**src/rtl/alu_dispatch_pkg.sv**
```systemverilog
// Shared types for the ALU op dispatcher: opcodes, FSM states, and the start-vector helper.
package alu_dispatch_pkg;

  localparam int DATA_W_DEF = 16;

  typedef enum logic [1:0] {
    OP_ADD = 2'b00,
    OP_SUB = 2'b01,
    OP_MUL = 2'b10,
    OP_DIV = 2'b11
  } opcode_e;

  typedef enum logic [1:0] {
    S_IDLE  = 2'b00,
    S_ISSUE = 2'b01,
    S_WAIT  = 2'b10,
    S_WB    = 2'b11
  } state_e;

  // Functional-unit start vectors are indexed directly by opcode.
  function automatic logic [3:0] op_onehot(input opcode_e op);
    return 4'b0001 << op;
  endfunction

endpackage

```
**src/rtl/alu_dispatch_timer.sv**
```systemverilog
// WAIT-state watchdog: clears on issue, counts while enabled, saturates at TIMEOUT.
// expired_o is a pure compare on the registered count.
module alu_dispatch_timer #(
  parameter int TIMEOUT = 255
) (
  input  logic clk,
  input  logic rst_n,
  input  logic clr_i,
  input  logic en_i,
  output logic expired_o
);

  localparam int CNT_W = $clog2(TIMEOUT + 1);
  localparam logic [CNT_W-1:0] LIMIT = CNT_W'(TIMEOUT);

  logic [CNT_W-1:0] cnt_q, cnt_d;

  always_comb begin
    cnt_d = cnt_q;
    if (clr_i) begin
      cnt_d = '0;
    end else if (en_i && (cnt_q != LIMIT)) begin
      cnt_d = cnt_q + CNT_W'(1);
    end
  end

  always_ff @(posedge clk or negedge rst_n) begin
    if (!rst_n) begin
      cnt_q <= '0;
    end else begin
      cnt_q <= cnt_d;
    end
  end

  assign expired_o = (cnt_q == LIMIT);

endmodule

```
**src/rtl/alu_op_dispatch.sv**
```systemverilog
// Execute-stage issue: dispatches one op to add/sub/mul/div, waits for done, hands result to writeback.
// Optional ALU_DISPATCH_DIVZERO_CHK_EN short-circuits divide-by-zero to an error writeback.
module alu_op_dispatch
  import alu_dispatch_pkg::*;
#(
  parameter int DATA_W  = DATA_W_DEF,
  parameter int ADDR_W  = 3,
  parameter int TIMEOUT = 255
) (
  input  logic              clk,
  input  logic              rst_n,
  input  logic              in_valid,
  output logic              in_ready,
  input  logic [1:0]        in_opcode,
  input  logic [DATA_W-1:0] in_rs1,
  input  logic [DATA_W-1:0] in_rs2,
  input  logic [ADDR_W-1:0] in_rd_addr,
  output logic [DATA_W-1:0] op_a,
  output logic [DATA_W-1:0] op_b,
  output logic [3:0]        unit_start,
  input  logic [3:0]        unit_done,
  output logic [1:0]        out_opcode,
  input  logic [DATA_W-1:0] rd_val,
  output logic              wb_valid,
  input  logic              wb_ready,
  output logic [ADDR_W-1:0] wb_addr,
  output logic [DATA_W-1:0] wb_data,
  output logic              wb_err
);

  state_e            state_q;
  opcode_e           opcode_q;
  logic [DATA_W-1:0] op_a_q, op_b_q, wb_data_q;
  logic [ADDR_W-1:0] wb_addr_q;
  logic [3:0]        start_q;
  logic              wb_valid_q, wb_err_q;

  logic accept, done_hit, expired, in_div_zero, div_zero;

  assign in_ready = (state_q == S_IDLE);
  assign accept   = in_valid && in_ready;
  // Only the unit that was actually started may complete the op.
  assign done_hit = unit_done[opcode_q];

`ifdef ALU_DISPATCH_DIVZERO_CHK_EN
  assign in_div_zero = (opcode_e'(in_opcode) == OP_DIV) && (in_rs2 == '0);
  assign div_zero    = (opcode_q == OP_DIV) && (op_b_q == '0);
`else
  assign in_div_zero = 1'b0;
  assign div_zero    = 1'b0;
`endif

  alu_dispatch_timer #(.TIMEOUT(TIMEOUT)) u_timer (
    .clk       (clk),
    .rst_n     (rst_n),
    .clr_i     (state_q == S_ISSUE),
    .en_i      (state_q == S_WAIT),
    .expired_o (expired)
  );

  // start_q is loaded on accept so the pulse lines up exactly with the ISSUE cycle.
  always_ff @(posedge clk or negedge rst_n) begin
    if (!rst_n) begin
      state_q    <= S_IDLE;
      opcode_q   <= OP_ADD;
      op_a_q     <= '0;
      op_b_q     <= '0;
      wb_addr_q  <= '0;
      wb_data_q  <= '0;
      wb_err_q   <= 1'b0;
      wb_valid_q <= 1'b0;
      start_q    <= '0;
    end else begin
      start_q <= '0;
      case (state_q)
        S_IDLE: begin
          if (accept) begin
            opcode_q  <= opcode_e'(in_opcode);
            op_a_q    <= in_rs1;
            op_b_q    <= in_rs2;
            wb_addr_q <= in_rd_addr;
            start_q   <= in_div_zero ? 4'b0000 : op_onehot(opcode_e'(in_opcode));
            state_q   <= S_ISSUE;
          end
        end
        S_ISSUE: begin
          if (div_zero) begin
            wb_data_q  <= '1;
            wb_err_q   <= 1'b1;
            wb_valid_q <= 1'b1;
            state_q    <= S_WB;
          end else begin
            state_q <= S_WAIT;
          end
        end
        S_WAIT: begin
          if (done_hit) begin
            wb_data_q  <= rd_val;
            wb_err_q   <= 1'b0;
            wb_valid_q <= 1'b1;
            state_q    <= S_WB;
          end else if (expired) begin
            wb_data_q  <= '0;
            wb_err_q   <= 1'b1;
            wb_valid_q <= 1'b1;
            state_q    <= S_WB;
          end
        end
        S_WB: begin
          if (wb_ready) begin
            wb_valid_q <= 1'b0;
            state_q    <= S_IDLE;
          end
        end
        default: state_q <= S_IDLE;
      endcase
    end
  end

  assign op_a       = op_a_q;
  assign op_b       = op_b_q;
  assign unit_start = start_q;
  assign out_opcode = opcode_q;
  assign wb_valid   = wb_valid_q;
  assign wb_addr    = wb_addr_q;
  assign wb_data    = wb_data_q;
  assign wb_err     = wb_err_q;

endmodule
```
**config.mk**
```make
export PLATFORM = sky130hd
export DESIGN_NAME = alu_op_dispatch
export DESIGN_NICKNAME = d
export VERILOG_FILES = /design/src/rtl/alu_dispatch_pkg.sv /design/src/rtl/alu_dispatch_timer.sv /design/src/rtl/alu_op_dispatch.sv
export SDC_FILE = /design/constraint.sdc
export NUM_CORES = 1
export LEC_CHECK = 0
export CORE_MARGIN = 1
export CORE_UTILIZATION = 45
export DETAILED_ROUTE_END_ITERATION = 12
export PLACE_DENSITY = 0.93
export REMOVE_ABC_BUFFERS = 1
export SYNTH_ARGS = -nofsm -noshare
export SYNTH_HDL_FRONTEND = slang
export SYNTH_SLANG_ARGS = --single-unit
export TNS_END_PERCENT = 30
```
**constraint.sdc**
```tcl
create_clock -name clk -period 3.8 [get_ports clk]
set_clock_uncertainty 0.05 [all_clocks]
set_input_delay 0.95 -clock clk [delete_from_list [all_inputs] [get_ports clk]]
set_output_delay 0.95 -clock clk [all_outputs]
set_load 0.05 [all_outputs]
```
==> flow_summary.json <==
{
  "hold_path.startpoint": "wb_data[1]",
  "hold_viol": 0,
  "grt_pass1_vias": 2223,
  "drc": 0,
  "yosysWarnings": 0,
  "status": "complete, no violations",
  "rsz0062_at_grt": "no",
  "period_minus_slack_ns": 2.95,
  "max_cap_violations": 0,
  "synth-seq-cells": 69,
  "r2r_cells": 6,
  "wl_per_cell_um": 14.8,
  "io_pins": 121,
  "cts_buffer_depth": 2,
  "cts_sinks": 69,
  "min_path_type": "reg -> reg",
  "fin_util_pct": 72.4,
  "cts_buffers": 9,
  "cts-resized-gates": 0,
  "period_share_pct": 77.6,
  "fmax_mhz": 339,
  "clk_pin_slew_ns": 0.07,
  "areaGrowthSynthToFinish_pct": 53.9,
  "layout_commonest_cell": "clkdlybuf4s50_1",
  "vias": 2226,
  "num_antenna_cells": 0,
  "crit_fanout": 4,
  "crit_chain": "inv_1 > ha_1 > clkdlybuf4s50_1",
  "reg2reg_slack_ns": 1.87,
  "worst_ep_arrival_time_ns": 1.95,
  "rr_startpoint": "state_q[0]",
  "drt.antenna.violating_nets": 0,
  "syn_area_per_cell_um2": 12.1,
  "synth_cells": 231,
  "worst_slew_pin_slew_ns": 0.970,
  "hold_depth": 2,
  "synth.distinct_cells": 31,
  "fp.coreArea_um2": 5960,
  "syn_area_um2": 2800,
  "grt_overflow": 0,
  "grt_pass1_wl_um": 9800,
  "max_stage_delay_ns": 0.85,
  "drive_above_1_share_pct": 15.9,
  "finalMaxSlewViolations": 0,
  "dr.pass1.iters": 4,
  "grt_max_degree": 46,
  "cp-end-kind": "output pin",
  "drt_iter0_markers": 78,
  "rows": 28,
  "crit_slowest_cell": "clkdlybuf4s50_1",
  "final_cell_mix": "119 x clkdlybuf4s50_1, 69 x dfrtp_1, 38 x nand2_1",
  "hold_buffers": 0,
  "die_h_um": 80.9,
  "worstReg2RegEnd": "u_timer.cnt_q[7]",
  "clk_latency_ns": 0.34,
  "dieArea_um2": 6550,
  "drt-total-wl_um": 6430,
  "antenna_found_initial": 0,
  "worstHoldEndpoint": "wb_data[1]",
  "cts_tree": "built",
  "synth_seq_area_share_pct": 61.6,
  "start_util_pct": 47.1,
  "numPortBuffers": 120,
  "die_w_um": 80.9,
  "cts_root_buf": "clkbuf_8",
  "dp_hpwl_um": 4730,
  "gp_congestion": 0.776,
  "p_leak_uw": 0.00191,
  "critPathRequiredTime_ns": 2.80,
  "tns_ns": 0,
  "grt_usage_pct": 20.5,
  "htreeDepth": 3,
  "peakVddDrop_mv": 0.647,
  "final_net_count": 421,
  "crit_type": "reg -> out",
  "post-cts-setup-buffers": 0,
  "drt-vias-per-instance": 5.13,
  "relSlewSlack_pct": 35.3,
  "cp-start-kind": "flop",
  "setup_viol": 0,
  "pwr_density_cell_nw_per_um2": 1000
}
## synthesized netlist by cell type
cell / number / area (um2)
a31oi_1: 1 / 6.26
nand3_1: 20 / 100
o32a_1: 1 / 10.0
inv_1: 9 / 33.8
mux4_2: 1 / 22.5
a21oi_1: 6 / 30.0
and2_1: 1 / 6.26
or3_1: 2 / 12.5
ha_1: 6 / 75.1
and3_1: 1 / 6.26
nor2_1: 7 / 26.3
buf_6: 1 / 11.3
o31ai_1: 1 / 7.51
mux2_2: 36 / 405
nor3_1: 3 / 15.0
o22ai_1: 1 / 6.26
a211oi_1: 2 / 15.0
nand2_1: 38 / 143
buf_2: 2 / 10.0
xor2_1: 1 / 8.76
o21ai_0: 5 / 25.0
xnor2_1: 2 / 17.5
nand4_1: 2 / 12.5
clkbuf_1: 7 / 26.3
dfrtp_1: 69 / 1730
or2_2: 1 / 6.26
buf_1: 1 / 3.75
or4_1: 1 / 7.51
a21o_1: 1 / 7.51
mux2i_1: 1 / 10.0
and4_1: 1 / 8.76
## routing by layer
metal | track usage, % | vias up | wire length [um]
li1 | - | 1036 | -
met1 | 23.5 | 1074 | 2570
met2 | 32.9 | 104 | 3100
met3 | 8.76 | 12 | 631
met4 | 9.46 | 0 | 138
met5 | 0 | - | 0
## report_power, final
group / internal, uW / total, uW / switching (uW)
logic: 858 / 2370 / 1510
registers: 1050 / 1230 / 177
clock network: 456 / 727 / 271
## metrics by stage
stage               cell area, um2  hold slack, ns  instances  setup WS [ns]  total power [uW]
floorplan                     2750           0.464        220           1.31              2780
global placement              4060           0.430        418           1.14              3550
detailed placement            4060           0.434        418           1.03              3610
CTS                           4310           0.453        434          0.847              4350
global route                  4310           0.465        434          0.776              4520
finish                        4310           0.451        434          0.850              4320
## final cells by class
| class | count | area (um2) |
|---|---|---|
| sequential | 69 | 1730 |
| fill | 411 | 1640 |
| timing repair buffer | 123 | 1220 |
| multi-input combinational | 142 | 991 |
| clock buffer | 11 | 141 |
| clock inverter | 5 | 108 |
| tap | 75 | 93.8 |
| inverter | 9 | 33.8 |
## logic make-up (layout without fill, tap and decap cells)
group | after synthesis | in the layout | synth area share, %
buffers and inverters | 20 | 148 | 3.04
AOI/OAI and AO/OA | 18 | 18 | 3.84
and+or+nand+nor | 77 | 77 | 12.3
xor gates and xnor gates | 3 | 3 | 0.938
DFF | 69 | 69 | 61.6
adders and majority gates | 6 | 6 | 2.68
muxes | 38 | 38 | 15.6
## how the worst max path moves through the flow
stage / start / cells after the start / to
after global placement: unit_done[2] / 5 / state_q[1]
after CTS: state_q[1] / 3 / in_ready
final: state_q[0] / 3 / in_ready
after floorplan: state_q[0] / 4 / op_a[0]
after detailed placement: unit_done[2] / 5 / wb_data[9]
after global routing: state_q[1] / 3 / in_ready
## worst max-delay path, delay by kind of cell (launching register included)
kind | cells | cell delay (ns)
buf+inv | 2 | 0.96
flops | 1 | 0.42
fa+ha+maj | 1 | 0.23
## state kept, by name, indices dropped and copies added (netlist names)
name,count
op_a,16
op_b,16
wb_data,16
u_timer.cnt_q,8
unit_start,4
wb_addr,3
out_opcode,2
state_q,2
wb_err,1
wb_valid,1
(Power assumes the default switching activity.)
